--- config.mk ---
export PLATFORM = sky130hd
export DESIGN_NAME = bitbrick_seq_ctrl
export DESIGN_NICKNAME = d
export VERILOG_FILES = /design/src/rtl/bitbrick_seq_ctrl.sv
export SDC_FILE = /design/constraint.sdc
export NUM_CORES = 1
export LEC_CHECK = 0
export ABC_AREA = 1
export CORE_MARGIN = 3
export CORE_UTILIZATION = 50
export DETAILED_ROUTE_END_ITERATION = 12
export PLACE_DENSITY = 0.8
export SYNTH_ARGS = -nofsm -noshare
export SYNTH_HDL_FRONTEND = slang
export SYNTH_SLANG_ARGS = --single-unit
--- constraint.sdc ---
create_clock -name clk -period 1.9 [get_ports clk]
set_clock_uncertainty 0.1 [all_clocks]
set_input_delay 0.285 -clock clk [delete_from_list [all_inputs] [get_ports clk]]
set_output_delay 0.285 -clock clk [all_outputs]
set_load 0.01 [all_outputs]
--- src/rtl/bitbrick_seq_ctrl.sv ---
// Sequencing controller for a bitbrick multiplier array.
// It takes one operand set at a time and walks every 2-bit slice pair
// (i inner, j outer) through an external bitbrick multiplier and shifter.
// The shifted partial products are summed into an accumulator, and the
// final product is held until the consumer accepts it.
module bitbrick_seq_ctrl #(
    parameter int ACC_W = 16
) (
    input  logic             clk,
    input  logic             rst_n,
    input  logic             in_valid,
    output logic             in_ready,
    input  logic [7:0]       a,
    input  logic [7:0]       b,
    input  logic [1:0]       prec_a,
    input  logic [1:0]       prec_b,
    input  logic             sign_a,
    input  logic             sign_b,
    output logic [1:0]       brick_a,
    output logic [1:0]       brick_b,
    output logic             brick_sa,
    output logic             brick_sb,
    output logic [2:0]       shift_sig,
    output logic             brick_valid,
    input  logic [15:0]      shifted_prod,
    output logic [ACC_W-1:0] result,
    output logic             out_valid,
    input  logic             out_ready
);

    typedef enum logic [1:0] {
        IDLE = 2'd0,
        RUN  = 2'd1,
        DONE = 2'd2
    } state_t;

    state_t                  state;
    logic [1:0]              i_idx;
    logic [1:0]              j_idx;
    logic signed [ACC_W-1:0] acc;
    logic                    in_ready_q;
    logic                    out_valid_q;

    // Operands captured on the accepting edge; the last slice index stands in
    // for the precision so the loop compares against it directly.
    logic [7:0]              a_q;
    logic [7:0]              b_q;
    logic [1:0]              last_a;
    logic [1:0]              last_b;
    logic                    sa_q;
    logic                    sb_q;

    logic                    accept;
    logic                    running;

    // Index of the most significant 2-bit slice for a precision code.
    function automatic logic [1:0] last_slice(input logic [1:0] prec);
        case (prec)
            2'b00:   last_slice = 2'd0;
            2'b01:   last_slice = 2'd1;
            default: last_slice = 2'd3;
        endcase
    endfunction

    // Accumulate a 16-bit signed partial product, wrapping modulo 2^ACC_W.
    function automatic logic signed [ACC_W-1:0] acc_add(
        input logic signed [ACC_W-1:0] cur,
        input logic        [15:0]      prod
    );
        logic signed [15:0]      prod_s;
        logic signed [ACC_W-1:0] prod_ext;
        prod_s   = prod;
        prod_ext = ACC_W'(prod_s);
        acc_add  = cur + prod_ext;
    endfunction

    assign accept  = (state == IDLE) && in_ready_q && in_valid;
    assign running = (state == RUN);

    // Latch the operand set on the accepting edge; held unchanged otherwise.
    always_ff @(posedge clk) begin
        if (accept) begin
            a_q    <= a;
            b_q    <= b;
            last_a <= last_slice(prec_a);
            last_b <= last_slice(prec_b);
            sa_q   <= sign_a;
            sb_q   <= sign_b;
        end
    end

    // Control FSM: slice-pair walk, accumulation and result handshake.
    always_ff @(posedge clk or negedge rst_n) begin
        if (!rst_n) begin
            state       <= IDLE;
            i_idx       <= 2'd0;
            j_idx       <= 2'd0;
            acc         <= '0;
            in_ready_q  <= 1'b0;
            out_valid_q <= 1'b0;
        end else begin
            case (state)
                IDLE: begin
                    if (accept) begin
                        state      <= RUN;
                        acc        <= '0;
                        i_idx      <= 2'd0;
                        j_idx      <= 2'd0;
                        in_ready_q <= 1'b0;
                    end else begin
                        in_ready_q <= 1'b1;
                    end
                end
                RUN: begin
                    acc <= acc_add(acc, shifted_prod);
                    if (i_idx == last_a) begin
                        i_idx <= 2'd0;
                        if (j_idx == last_b) begin
                            j_idx       <= 2'd0;
                            state       <= DONE;
                            out_valid_q <= 1'b1;
                        end else begin
                            j_idx <= j_idx + 2'd1;
                        end
                    end else begin
                        i_idx <= i_idx + 2'd1;
                    end
                end
                DONE: begin
                    if (out_ready) begin
                        state       <= IDLE;
                        out_valid_q <= 1'b0;
                        in_ready_q  <= 1'b1;
                    end
                end
                default: begin
                    state       <= IDLE;
                    out_valid_q <= 1'b0;
                    in_ready_q  <= 1'b0;
                end
            endcase
        end
    end

    // Slice outputs are decoded from registered state and forced to zero outside RUN.
    always_comb begin
        brick_valid = running;
        brick_a     = 2'd0;
        brick_b     = 2'd0;
        brick_sa    = 1'b0;
        brick_sb    = 1'b0;
        shift_sig   = 3'd0;
        if (running) begin
            brick_a   = a_q[{i_idx, 1'b0} +: 2];
            brick_b   = b_q[{j_idx, 1'b0} +: 2];
            brick_sa  = sa_q && (i_idx == last_a);
            brick_sb  = sb_q && (j_idx == last_b);
            shift_sig = {1'b0, i_idx} + {1'b0, j_idx};
        end
    end

    assign in_ready  = in_ready_q;
    assign out_valid = out_valid_q;
    assign result    = out_valid_q ? acc : '0;

endmodule

* Yosys cells after proc, flatten, opt, wreduce, memory -nomap -nowiden
Index checks and enable logic that the tools add are counted.
** Word-level totals
- Flip-flop bits (word level) :: 46
- Input port bits :: 42
- Output and inout port bits :: 28
- Logic and storage cells :: 71
** Cells by class
- Add/subtract/negate cells :: 4
- Eq/ne operators :: 10
- Shift-type cells :: 2
- Multiplexer cells :: 28
- Bitwise gates (word level) :: 2
- Reduce and logical (&&, ||, !) cells :: 13
** Operators by type and width (count)
- 16-bit 2-to-1 mux :: 2
- 16-bit one-hot mux with 2 select lines :: 1
- 2-bit 2-to-1 mux :: 10
- 16-bit adder :: 1
- 2-bit one-hot mux with 2 select lines :: 4
- 8-bit by 4-bit variable part select with 2-bit output :: 2
- 4-bit AND reduction :: 2
- 1-bit 2-to-1 mux :: 7
- 2-bit by 1-bit equality test with 1-bit output (second input constant) :: 3
- 2-bit zero test :: 3
- 1-bit one-hot mux with 3 select lines :: 2
- 2-bit one-hot mux with 3 select lines :: 1
- 2-bit by 1-bit adder with 2-bit output (second input constant) :: 2
- 2-bit equality test :: 2
- 1-bit logical AND :: 4
- 2-bit by 1-bit != test with 1-bit output (second input constant) :: 2
- 2-bit != test (second input constant) :: 2
- 2-bit AND reduction :: 2
- 2-bit by 2-bit adder with 3-bit output :: 1
- 3-bit 2-to-1 mux :: 1
- 3-bit AND reduction :: 1
- 2-bit equality test (second input constant) :: 1
- 1-bit NOT :: 2
- 2-bit nonzero test :: 1

* Depth between registers and ports, before layout
Gate-level depths: netlist (run 1).
- Word-level depth :: 5
- Gate-level depth with buffers :: 11
- Depth with buffers taken out :: 11

* Worst setup path before layout (run 1)
OpenSTA, ideal clock, no wires.
- Path type :: register to output
- Start point :: reg i_idx[0]
- End point :: out shift_sig[1]
- Arrival time :: 1319 ps
- Required time :: 1515 ps
- Setup slack :: 196 ps
- Cell stages (with the launch flop) :: 5
- Path buffers :: 0
- Cell sequence :: dfrtp_1 > ha_1 > fa_1 > inv_1 > nor2_1
** On the way
- Longest elaborated chain between the ends :: 2
** RTL lines
- from (decl) :: line 38 : logic [1:0] i_idx;
- from (signal assigned) :: line 126 : i_idx <= i_idx + 2'd1;
- 2-bit by 2-bit adder with 3-bit output :: line 158 : shift_sig = {1'b0, i_idx} + {1'b0, j_idx};
- 3-bit 2-to-1 mux :: line 153 : if (running) begin
- to (decl) :: line 23 : output logic [2:0] shift_sig,
No other way between the ends.

* Worst setup path after layout (run 1)
- Start point :: reg j_idx[0]
- End point :: out shift_sig[1]
** On the way
- Longest elaborated chain between the ends :: 2
** RTL lines
- from (decl) :: line 39 : logic [1:0] j_idx;
- from (signal assigned) :: line 123 : j_idx <= j_idx + 2'd1;
- 2-bit by 2-bit adder with 3-bit output :: line 158
- 3-bit 2-to-1 mux :: line 153
No other way between the ends.

==> results.py, run 1 <==
metrics = {
    "outcome": {
        "status": "complete, but fails checks",
        "violations": "negative setup slack",
    },
    "die": {
        "fp.dieArea_um2": 6880,
        "die_width_um": 82.9,
        "fp-row-count": 27,
        "chipHeight_um": 82.9,
        "core_um2": 5610,
        "design.portCount": 70,
        "initial_utilization_pct": 52.8,
    },
    "cells_and_area": {
        "drive_above_1_share_pct": 17.4,
        "flow.area_growth_from_synthesis_pct": 41.8,
        "final_common_cell": "nand2_1",
        "multiInputGateArea_um2": 1450,
        "antenna_cell_count": 0,
        "final.fill_count": 462,
        "stdcell_count": 577,
        "fin_nets": 564,
        "layout.cells.most_common_list": "134 x nand2_1, 63 x inv_1, 42 x clkdlybuf4s50_1",
        "sequential_cell_area_um2": 1260,
    },
    "worst_setup_path": {
        "path_delay_family": "adder cells",
        "reg2reg_to": "acc[12]",
        "critical_path_depth": 5,
        "crit_chain": "ha_2, fa_2, inv_2, nor2_2, buf_2",
        "timing.rr.start": "acc[0]",
        "reg2reg_slack_ps": 140,
        "setup.worst_path.end_class": "output port",
        "r2r.worst_path.cells": 11,
        "startpoint_type": "flop",
        "required_time_of_the_worst_setup_path_ps": 1510,
        "timing.critical_path.from": "j_idx[0]",
        "timing.critical_path.buf_inv": 2,
        "critPathMaxStageDelay_ps": 530,
        "criticalPathCategory": "flop to output port",
        "critical_path_arrival_ps": 1670,
        "critical_path_peak_fanout": 2,
        "endpoint": "shift_sig[1]",
        "slowest_stage": "fa_2",
    },
    "power_and_ir_drop": {
        "power_density_nw_per_um2": 1630,
        "leakage_nw": 2.26,
        "irDropWorstVdd_mv": 0.815,
        "post_layout_power_mw": 6.84,
    },
    "placement": {
        "routabilityCongestion": 0.879,
        "post-place-cells": 562,
        "place.port_buffers": 69,
        "post-dp-hpwl_um": 5450,
    },
    "drt": {
        "post_drt_via_cell_ratio": 4.93,
        "initialDrtViolationCount": 130,
        "met2_length_um": 3980,
        "route.final.wire_length_um": 7470,
        "router_iterations_before_antenna_repair": 4,
        "num_vias": 2842,
        "highest-signal-layer": "met4",
        "wire_per_inst_um": 12.9,
        "routedLengthMet1_um": 2960,
        "residual_drc": 0,
        "final_antenna_net_count": 0,
        "met3_length_um": 457,
    },
    "sta": {
        "max_freq_mhz": 486,
        "setup_slack_ps": -156,
        "setup_repair_after_global_routing_missed_its_margin": "true",
        "max_slew_violation_count": 0,
        "report.final.hold_viol_count": 0,
        "timing.setup.tns_ps": -156,
        "final_min_period_over_clock_period_pct": 108,
        "finalWorstPathRequiredPeriod_ps": 2060,
        "max_slew.worst_pin.slew_ps": 338,
        "slew-limit-headroom_pct": 77.4,
        "finalSetupViolCount": 1,
        "final.hold.worst_slack_ps": 235,
    },
    "yosys": {
        "netlist_area_before_placement_um2": 2960,
        "post-synth-top-area-fraction_pct": 22.3,
        "ys_seq_area_share_pct": 42.6,
        "yosys-top-cells-area": "edfxtp_1 22%, dfrtp_1 20%, nand2_1 17%",
        "synthFlopType": "dfrtp_1",
        "ys_async_sr_fraction_pct": 52.2,
        "synth_area_leader_cell": "edfxtp_1",
        "synthesis.nets": 459,
        "synth_enable_flop_cells": 22,
        "synth_area_per_cell_um2": 7.42,
        "yosys_register_bits": 46,
        "synthesis.yosys.warnings": 0,
        "post_synth_inst_count": 399,
        "post_synth_num_cell_types": 33,
    },
    "clock_tree": {
        "clkSlewWorstSetupHoldPaths_ps": 100,
        "clock-sinks": 46,
        "postCtsHoldBufs": 0,
        "clk_root_buffer_cell": "clkbuf_8",
        "clock_tree.htree_level_count": 2,
        "cts_tree": "built",
        "worstSkewPairLatency_ps": 310,
        "cts-root-to-sink-buffers": 2,
        "cts-buffers-inserted": 5,
    },
    "worst_hold_path": {
        "min_delay_path_class": "input pin to asynchronous set/reset pin",
    },
    "grt": {
        "antenna_found_initial": 0,
        "grt_pass1_vias": 2893,
        "grt_start_max_net_pins": 25,
        "global_route_wire_length_before_repair_um": 12600,
        "grt-ovfl-total": 0,
        "grt_util_all_layers_pct": 22.1,
    },
    "job": {
        "timing.max_cap.violations": 0,
    },
}
## worst register-to-register path, delay by kind of cell (launching register included)
family | cells | cell delay [ps]
fa+ha+maj | 2 | 520
buf+inv | 2 | 130
flops | 1 | 390
simple gates | 7 | 510
## per-layer routing
metal  up-vias  track usage [%]
li1       1456                -
met5         -                0
met4         0             5.05
met1      1298             24.8
met2        81             42.3
met3         7             4.66
## what timing repair did
| action | CTS | global route |
|---|---|---|
| resized for setup | 41 | 32 |
| buffers inserted | 3 | 3 |
| endpoints found under the setup margin | 17 | 14 |
| pin swaps | 2 | 5 |
| gates cloned | 1 | 0 |
## report_power, final
part / total [mW] / switching [mW] / internal (mW) / leakage [nW]
combinational: 4.33 / 2.39 / 1.94 / 1.70
sequential: 1.60 / 0.232 / 1.36 / 0.491
clock: 0.913 / 0.352 / 0.561 / 0.0714
total: 6.84 / 2.97 / 3.86 / 2.26
## kinds of logic (layout without fill, tap and decap cells)
| family | after synthesis | in the layout | share of synthesized area, % |
|---|---|---|---|
| buf+inv | 80 | 186 | 10.6 |
| compound gates | 39 | 39 | 7.40 |
| fa+ha+maj | 18 | 18 | 8.11 |
| simple gates | 213 | 213 | 30.4 |
| xor+xnor | 3 | 3 | 0.888 |
| flops | 46 | 46 | 42.6 |
## how the worst min path moves through the flow
stage          endpoint  slack (ps)  cells past startpoint
3_5_place_dp     acc[7]         400                      2
5_1_grt        j_idx[0]         270                      2
3_3_place_gp     acc[7]         390                      2
2_1_floorplan    acc[0]        -110                      0
4_1_cts          acc[7]         240                      2
6_report         acc[7]         240                      2
## Yosys cell counts, types with 2 or more instances
cell type  number
fa_1            2
ha_1           16
or2_1           3
or2_2           2
inv_2           7
nand3b_1        3
nor2_1         34
o21ai_0        17
nand4_1         2
inv_1          65
nand2_2         4
clkbuf_1        4
nand2_4         2
dfrtp_1        24
nor3_1          3
nand3_2         2
nand3_1        21
nand2_1       135
buf_4           3
xnor2_1         2
edfxtp_1       22
a21oi_1        15
## flip-flops by register name (all words and copies together) (netlist names)
register / flops
a_q: 8
last_b: 2
b_q: 8
sa_q: 1
in_ready: 1
out_valid: 1
last_a: 2
state: 2
acc: 16
i_idx: 2
j_idx: 2
sb_q: 1
## stage by stage
stage | util, % | instance area, um2 | setup WS [ps]
final | 74.9 | 4200 | -156
after global routing | 74.9 | 4200 | -246
after CTS | 73.4 | 4120 | -193
after detailed placement | 70.4 | 3950 | -294
after global placement | 70.4 | 3950 | -267
after floorplan | - | 2960 | 196
## layout make-up
cell class                 instances  area share, %
sequential                        46           30.0
clock buffer                       6           1.97
timing repair buffer             106           23.2
clock inverter                     2           1.43
tap                               72           2.15
inverter                          72           6.73
multi-input combinational        273           34.5
(Power assumes the default switching activity.)
==> run 2, diff against run 1 <==
CORE_MARGIN = 1.5   (was 3)
==> results.py, run 2 (synthesis gave the netlist of run 1 again) <==
metrics = {
    "outcome": {
        "status": "complete, but fails checks",
        "violations": "negative setup slack",
    },
    "power_and_ir_drop": {
        "power_density_nw_per_um2": 1580,
        "irDropWorstVdd_mv": 0.771,
        "leakage_nw": 2.38,
    },
    "worst_setup_path": {
        "critical_path_peak_fanout": 2,
        "timing.critical_path.from": "i_idx[0]",
        "required_time_of_the_worst_setup_path_ps": 1510,
        "r2r.worst_path.cells": 10,
        "reg2reg_to": "acc[15]",
        "startpoint_type": "flop",
        "critical_path_arrival_ps": 1640,
        "endpoint": "shift_sig[1]",
        "criticalPathCategory": "flop to output port",
        "setup.worst_path.end_class": "output port",
        "timing.rr.start": "acc[3]",
        "reg2reg_slack_ps": 100,
    },
    "die": {
        "core_um2": 5610,
        "fp.dieArea_um2": 6390,
        "die_width_um": 79.9,
        "fp-row-count": 27,
        "chipHeight_um": 79.9,
        "design.portCount": 70,
        "initial_utilization_pct": 52.8,
    },
    "drt": {
        "post_drt_via_cell_ratio": 4.95,
        "wire_per_inst_um": 12.8,
        "router_iterations_before_antenna_repair": 4,
        "num_vias": 2830,
        "final_antenna_net_count": 0,
        "residual_drc": 0,
        "route.final.wire_length_um": 7320,
        "initialDrtViolationCount": 200,
    },
    "grt": {
        "grt-ovfl-total": 0,
        "grt_start_max_net_pins": 25,
        "grt_util_all_layers_pct": 24.7,
        "antenna_found_initial": 0,
        "grt_pass1_vias": 2861,
        "global_route_wire_length_before_repair_um": 12100,
    },
    "cells_and_area": {
        "final_core_utilization_pct": 74.3,
        "drive_above_1_share_pct": 17.4,
        "final_common_cell": "nand2_1",
        "antenna_cell_count": 0,
        "flip_flop_count_of_the_largest_register_all_copies_and_words_added": 16,
        "flow.area_growth_from_synthesis_pct": 40.8,
        "largest_register_by_flop_count": "acc",
        "largest_registers": "acc (16), a_q (8), b_q (8)",
        "fin_nets": 559,
        "final.fill_count": 412,
        "layout.cells.most_common_list": "133 x nand2_1, 63 x inv_1, 42 x clkdlybuf4s50_1",
    },
    "job": {
        "timing.max_cap.violations": 0,
    },
    "sta": {
        "setup_repair_after_global_routing_missed_its_margin": "true",
        "final.hold.worst_slack_ps": 238,
        "max_slew_violation_count": 0,
        "setup_slack_ps": -128,
        "slew-limit-headroom_pct": 77.7,
        "finalSetupViolCount": 1,
        "max_freq_mhz": 493,
        "final_min_period_over_clock_period_pct": 107,
        "finalWorstPathRequiredPeriod_ps": 2030,
        "max_slew.worst_pin.slew_ps": 335,
        "report.final.hold_viol_count": 0,
    },
    "clock_tree": {
        "clk_root_buffer_cell": "clkbuf_8",
        "cts-buffers-inserted": 5,
        "cts-root-to-sink-buffers": 2,
        "clock-sinks": 46,
        "cts_tree": "built",
        "postCtsHoldBufs": 0,
        "worstSkewPairLatency_ps": 300,
        "clock_tree.htree_level_count": 2,
        "clkSlewWorstSetupHoldPaths_ps": 90,
    },
    "placement": {
        "place.port_buffers": 69,
        "dp_slack_ps": -326,
        "post-dp-hpwl_um": 5510,
        "routabilityCongestion": 0.844,
    },
    "worst_hold_path": {
        "min_delay_path_class": "input pin to asynchronous set/reset pin",
    },
}
==> run 2: critical path, stage by stage (launching register included) <==
cell     delay (ps)
dfrtp_1         390
ha_2            190
fa_1            480
inv_1            50
nor2_2           90
buf_2           140
==> run 2: worst min-delay path by stage <==
| stage | slack [ps] | depth (start not counted) | to |
|---|---|---|---|
| global placement | 390 | 2 | acc[11] |
| detailed placement | 410 | 2 | acc[11] |
| floorplan | -110 | 0 | acc[0] |
| CTS | 250 | 2 | acc[5] |
| finish | 240 | 2 | acc[5] |
| global route | 260 | 2 | acc[5] |
==> run 2: area by class of cell <==
| cell class | instances | area, um2 | share of cell area, % |
|---|---|---|---|
| repair buffers | 101 | 948 | 22.8 |
| multi-input cells | 273 | 1480 | 35.5 |
| flip-flops and latches | 46 | 1260 | 30.3 |
| well taps | 72 | 90.1 | 2.16 |
| clock buffers | 6 | 72.6 | 1.74 |
| inverters | 72 | 275 | 6.60 |
| clock inverters | 2 | 37.5 | 0.901 |
==> run 2: routing by layer <==
| layer | global-route usage, % | vias up | wire (um) |
|---|---|---|---|
| met2 | 45.1 | 82 | 3800 |
| met3 | 3.89 | 19 | 317 |
| met5 | 0 | - | 0 |
| met1 | 28.6 | 1283 | 3010 |
| met4 | 9.66 | 0 | 183 |
| li1 | - | 1446 | - |
==> run 2: metrics by stage <==
stage / area (um2) / setup TNS [ps] / power [mW] / std cells
floorplan: 2960 / 0 / 4.06 / 399
global placement: 3940 / -2090 / 5.62 / 562
detailed placement: 3940 / -2660 / 5.72 / 562
CTS: 4050 / -126 / 6.46 / 572
global route: 4170 / -199 / 7.20 / 572
finish: 4170 / -128 / 6.57 / 572
==> run 2: where the power goes <==
part	switching (mW)	internal, mW
logic	2.36	1.85
clock network	0.339	0.393
registers	0.255	1.37
==> run 2: repair_timing <==
action | 4_1_cts | 5_1_grt
cloned | 0 | 0
gates resized for setup | 34 | 42
setup buffers | 2 | 1
pin swaps | 2 | 5
endpoints found under the setup margin | 24 | 31
==> run 3, diff against run 2 <==
ABC_AREA = unset   (was 1)
GPL_TIMING_DRIVEN = 0   (was unset)
PLACE_DENSITY = 0.81   (was 0.8)
==> results.py, run 3 <==
metrics = {
    "outcome": {
        "status": "complete, but fails checks",
        "violations": "negative setup slack",
    },
    "sta": {
        "finalWorstPathRequiredPeriod_ps": 2210,
        "finalSetupViolCount": 17,
        "slew-limit-headroom_pct": 21.9,
        "max_slew.worst_pin.slew_ps": 1170,
        "final.hold.worst_slack_ps": 415,
        "max_slew_violation_count": 0,
        "setup_repair_after_global_routing_missed_its_margin": "true",
        "report.final.hold_viol_count": 0,
        "max_freq_mhz": 452,
        "setup_slack_ps": -314,
        "final_min_period_over_clock_period_pct": 117,
    },
    "drt": {
        "wire_per_inst_um": 16.9,
        "num_vias": 2555,
        "residual_drc": 0,
        "initialDrtViolationCount": 215,
        "route.final.wire_length_um": 7540,
        "router_iterations_before_antenna_repair": 4,
        "post_drt_via_cell_ratio": 5.74,
        "final_antenna_net_count": 0,
    },
    "worst_hold_path": {
        "min_delay_path_class": "flop to flop",
        "min-delay-start": "acc[7]",
    },
    "yosys": {
        "ys_seq_area_share_pct": 44.3,
        "synth_area_leader_cell": "edfxtp_1",
        "post_synth_num_cell_types": 52,
        "post_synth_inst_count": 274,
        "synth-adder-area-share_pct": 8.44,
        "ys_async_sr_fraction_pct": 52.2,
        "yosys-top-cells-area": "edfxtp_1 23%, dfrtp_1 21%, ha_1 7.0%",
        "synthesis.yosys.warnings": 0,
        "compound_gate_fraction_of_synth_area_pct": 20.5,
        "post-synth-top-area-fraction_pct": 23.2,
        "yosys_register_bits": 46,
        "yosys.area_share.simple_pct": 16.7,
        "synthesis.nets": 334,
        "synthXorXnorAreaFrac_pct": 2.77,
        "netlist_area_before_placement_um2": 2850,
        "synthFlopType": "dfrtp_1",
        "synth_area_per_cell_um2": 10.4,
        "synth_top_family_by_area": "compound AO/OA/AOI/OAI gates",
        "synth_enable_flop_cells": 22,
        "post_synth_most_frequent_cells": "24 x dfrtp_1, 24 x nand2_1, 22 x and2_1, 22 x edfxtp_1, 21 x o21ai_0",
        "muxShareOfSynthArea_pct": 3.87,
    },
    "cells_and_area": {
        "largest_register_by_flop_count": "acc",
        "layout.cells.most_common_list": "43 x clkdlybuf4s50_1, 24 x nand2_1, 22 x edfxtp_1, 22 x dfrtp_1",
        "flow.area_growth_from_synthesis_pct": 46.9,
        "fin_nets": 432,
        "largest_registers": "acc (16), a_q (8), b_q (8)",
        "final_common_cell": "clkdlybuf4s50_1",
        "flip_flop_count_of_the_largest_register_all_copies_and_words_added": 16,
        "drive_above_1_share_pct": 24.9,
        "antenna_cell_count": 0,
    },
    "worst_setup_path": {
        "timing.rr.start": "acc[0]",
        "critical_path_peak_fanout": 5,
        "timing.critical_path.from": "acc[0]",
        "critical_path_arrival_ps": 2320,
        "required_time_of_the_worst_setup_path_ps": 2000,
        "setup.worst_path.end_class": "flop",
        "startpoint_type": "flop",
        "criticalPathCategory": "flop to flop",
    },
    "clock_tree": {
        "clkSlewWorstSetupHoldPaths_ps": 90,
        "cts-buffers-inserted": 5,
        "clk_root_buffer_cell": "clkbuf_8",
        "clock-sinks": 46,
        "postCtsHoldBufs": 0,
        "cts_tree": "built",
        "clock_tree.htree_level_count": 2,
        "worstSkewPairLatency_ps": 310,
        "cts-root-to-sink-buffers": 2,
    },
    "die": {
        "initial_utilization_pct": 51.7,
        "fp.dieArea_um2": 6150,
        "die_width_um": 78.5,
        "chipHeight_um": 78.5,
        "core_um2": 5510,
        "design.portCount": 70,
        "fp-row-count": 27,
    },
    "placement": {
        "routabilityCongestion": 0.879,
        "dp_slack_ps": -727,
        "place.port_buffers": 69,
        "post-dp-hpwl_um": 4750,
    },
    "power_and_ir_drop": {
        "power_density_nw_per_um2": 1470,
        "leakage_nw": 1.82,
        "irDropWorstVdd_mv": 0.828,
    },
    "job": {
        "timing.max_cap.violations": 0,
    },
    "grt": {
        "global_route_wire_length_before_repair_um": 12200,
        "grt_util_all_layers_pct": 25.2,
        "grt-ovfl-total": 0,
        "antenna_found_initial": 0,
        "grt_pass1_vias": 2608,
        "grt_start_max_net_pins": 25,
    },
}
==> run 3: layer usage <==
layer	up-vias	GRT usage (%)	part of all wire, %
met5	-	0	0
met4	0	11.4	2.8
met3	25	4.53	5.5
met2	84	43.0	52
met1	1239	31.2	40
li1	1207	-	-
==> run 3: path summary, 6_finish.rpt <==
kind                                  to  slack [ps]  depth (start not counted)
worst min register to register    acc[7]         420                          2
min in group asynchronous        acc[12]         490                          1
worst min-delay path              acc[7]         420                          2
max in group asynchronous       state[0]         430                          1
worst max-delay path              acc[6]        -310                          8
worst max register to register    acc[6]        -310                          8
==> run 3: area by class of cell <==
class	instances	area [um2]
sequential	46	1260
tap	72	90.1
timing repair buffer	93	877
inverter	10	37.5
buffer	13	133
clock buffer	6	72.6
clock inverter	2	37.5
fill	367	1330
multi-input combinational	203	1670
==> run 3: stage by stage <==
| stage | area (um2) | TNS, ps | instances | util (%) | total power, mW |
|---|---|---|---|---|---|
| finish | 4180 | -2280 | 445 | 75.9 | 6.13 |
| global route | 4180 | -3460 | 445 | 75.9 | 6.53 |
| CTS | 4000 | -2510 | 443 | 72.6 | 5.69 |
| detailed placement | 3640 | -14570 | 415 | 66.1 | 4.58 |
| global placement | 3640 | -12450 | 415 | 66.1 | 4.48 |
| floorplan | 2860 | -540 | 274 | - | 3.55 |
==> run 3: power by group <==
group | leakage, nW | switching [mW] | internal (mW)
clock network | 0.0514 | 0.350 | 0.393
registers | 0.503 | 0.229 | 1.39
logic | 1.27 | 1.91 | 1.86
==> run 3: cells by family after synthesis <==
group	count (synthesis)
xor+xnor	9
compound gates	81
buf+inv	25
flops	46
simple gates	89
mux	6
fa+ha+maj	18
==> run 3: critical path: stages, from the launching register on <==
cell     delay, ps
dfrtp_1        430
ha_4           190
inv_2           60
fa_2           230
nor2b_4         50
o31a_4         320
o21a_1         210
or3_1          300
a32o_1         220
==> run 3: timing repair <==
item,CTS,global route
gates resized for setup,80,48
buffers inserted,19,4
pin swaps,14,23
setup endpoints to repair,33,30
gates cloned,1,0
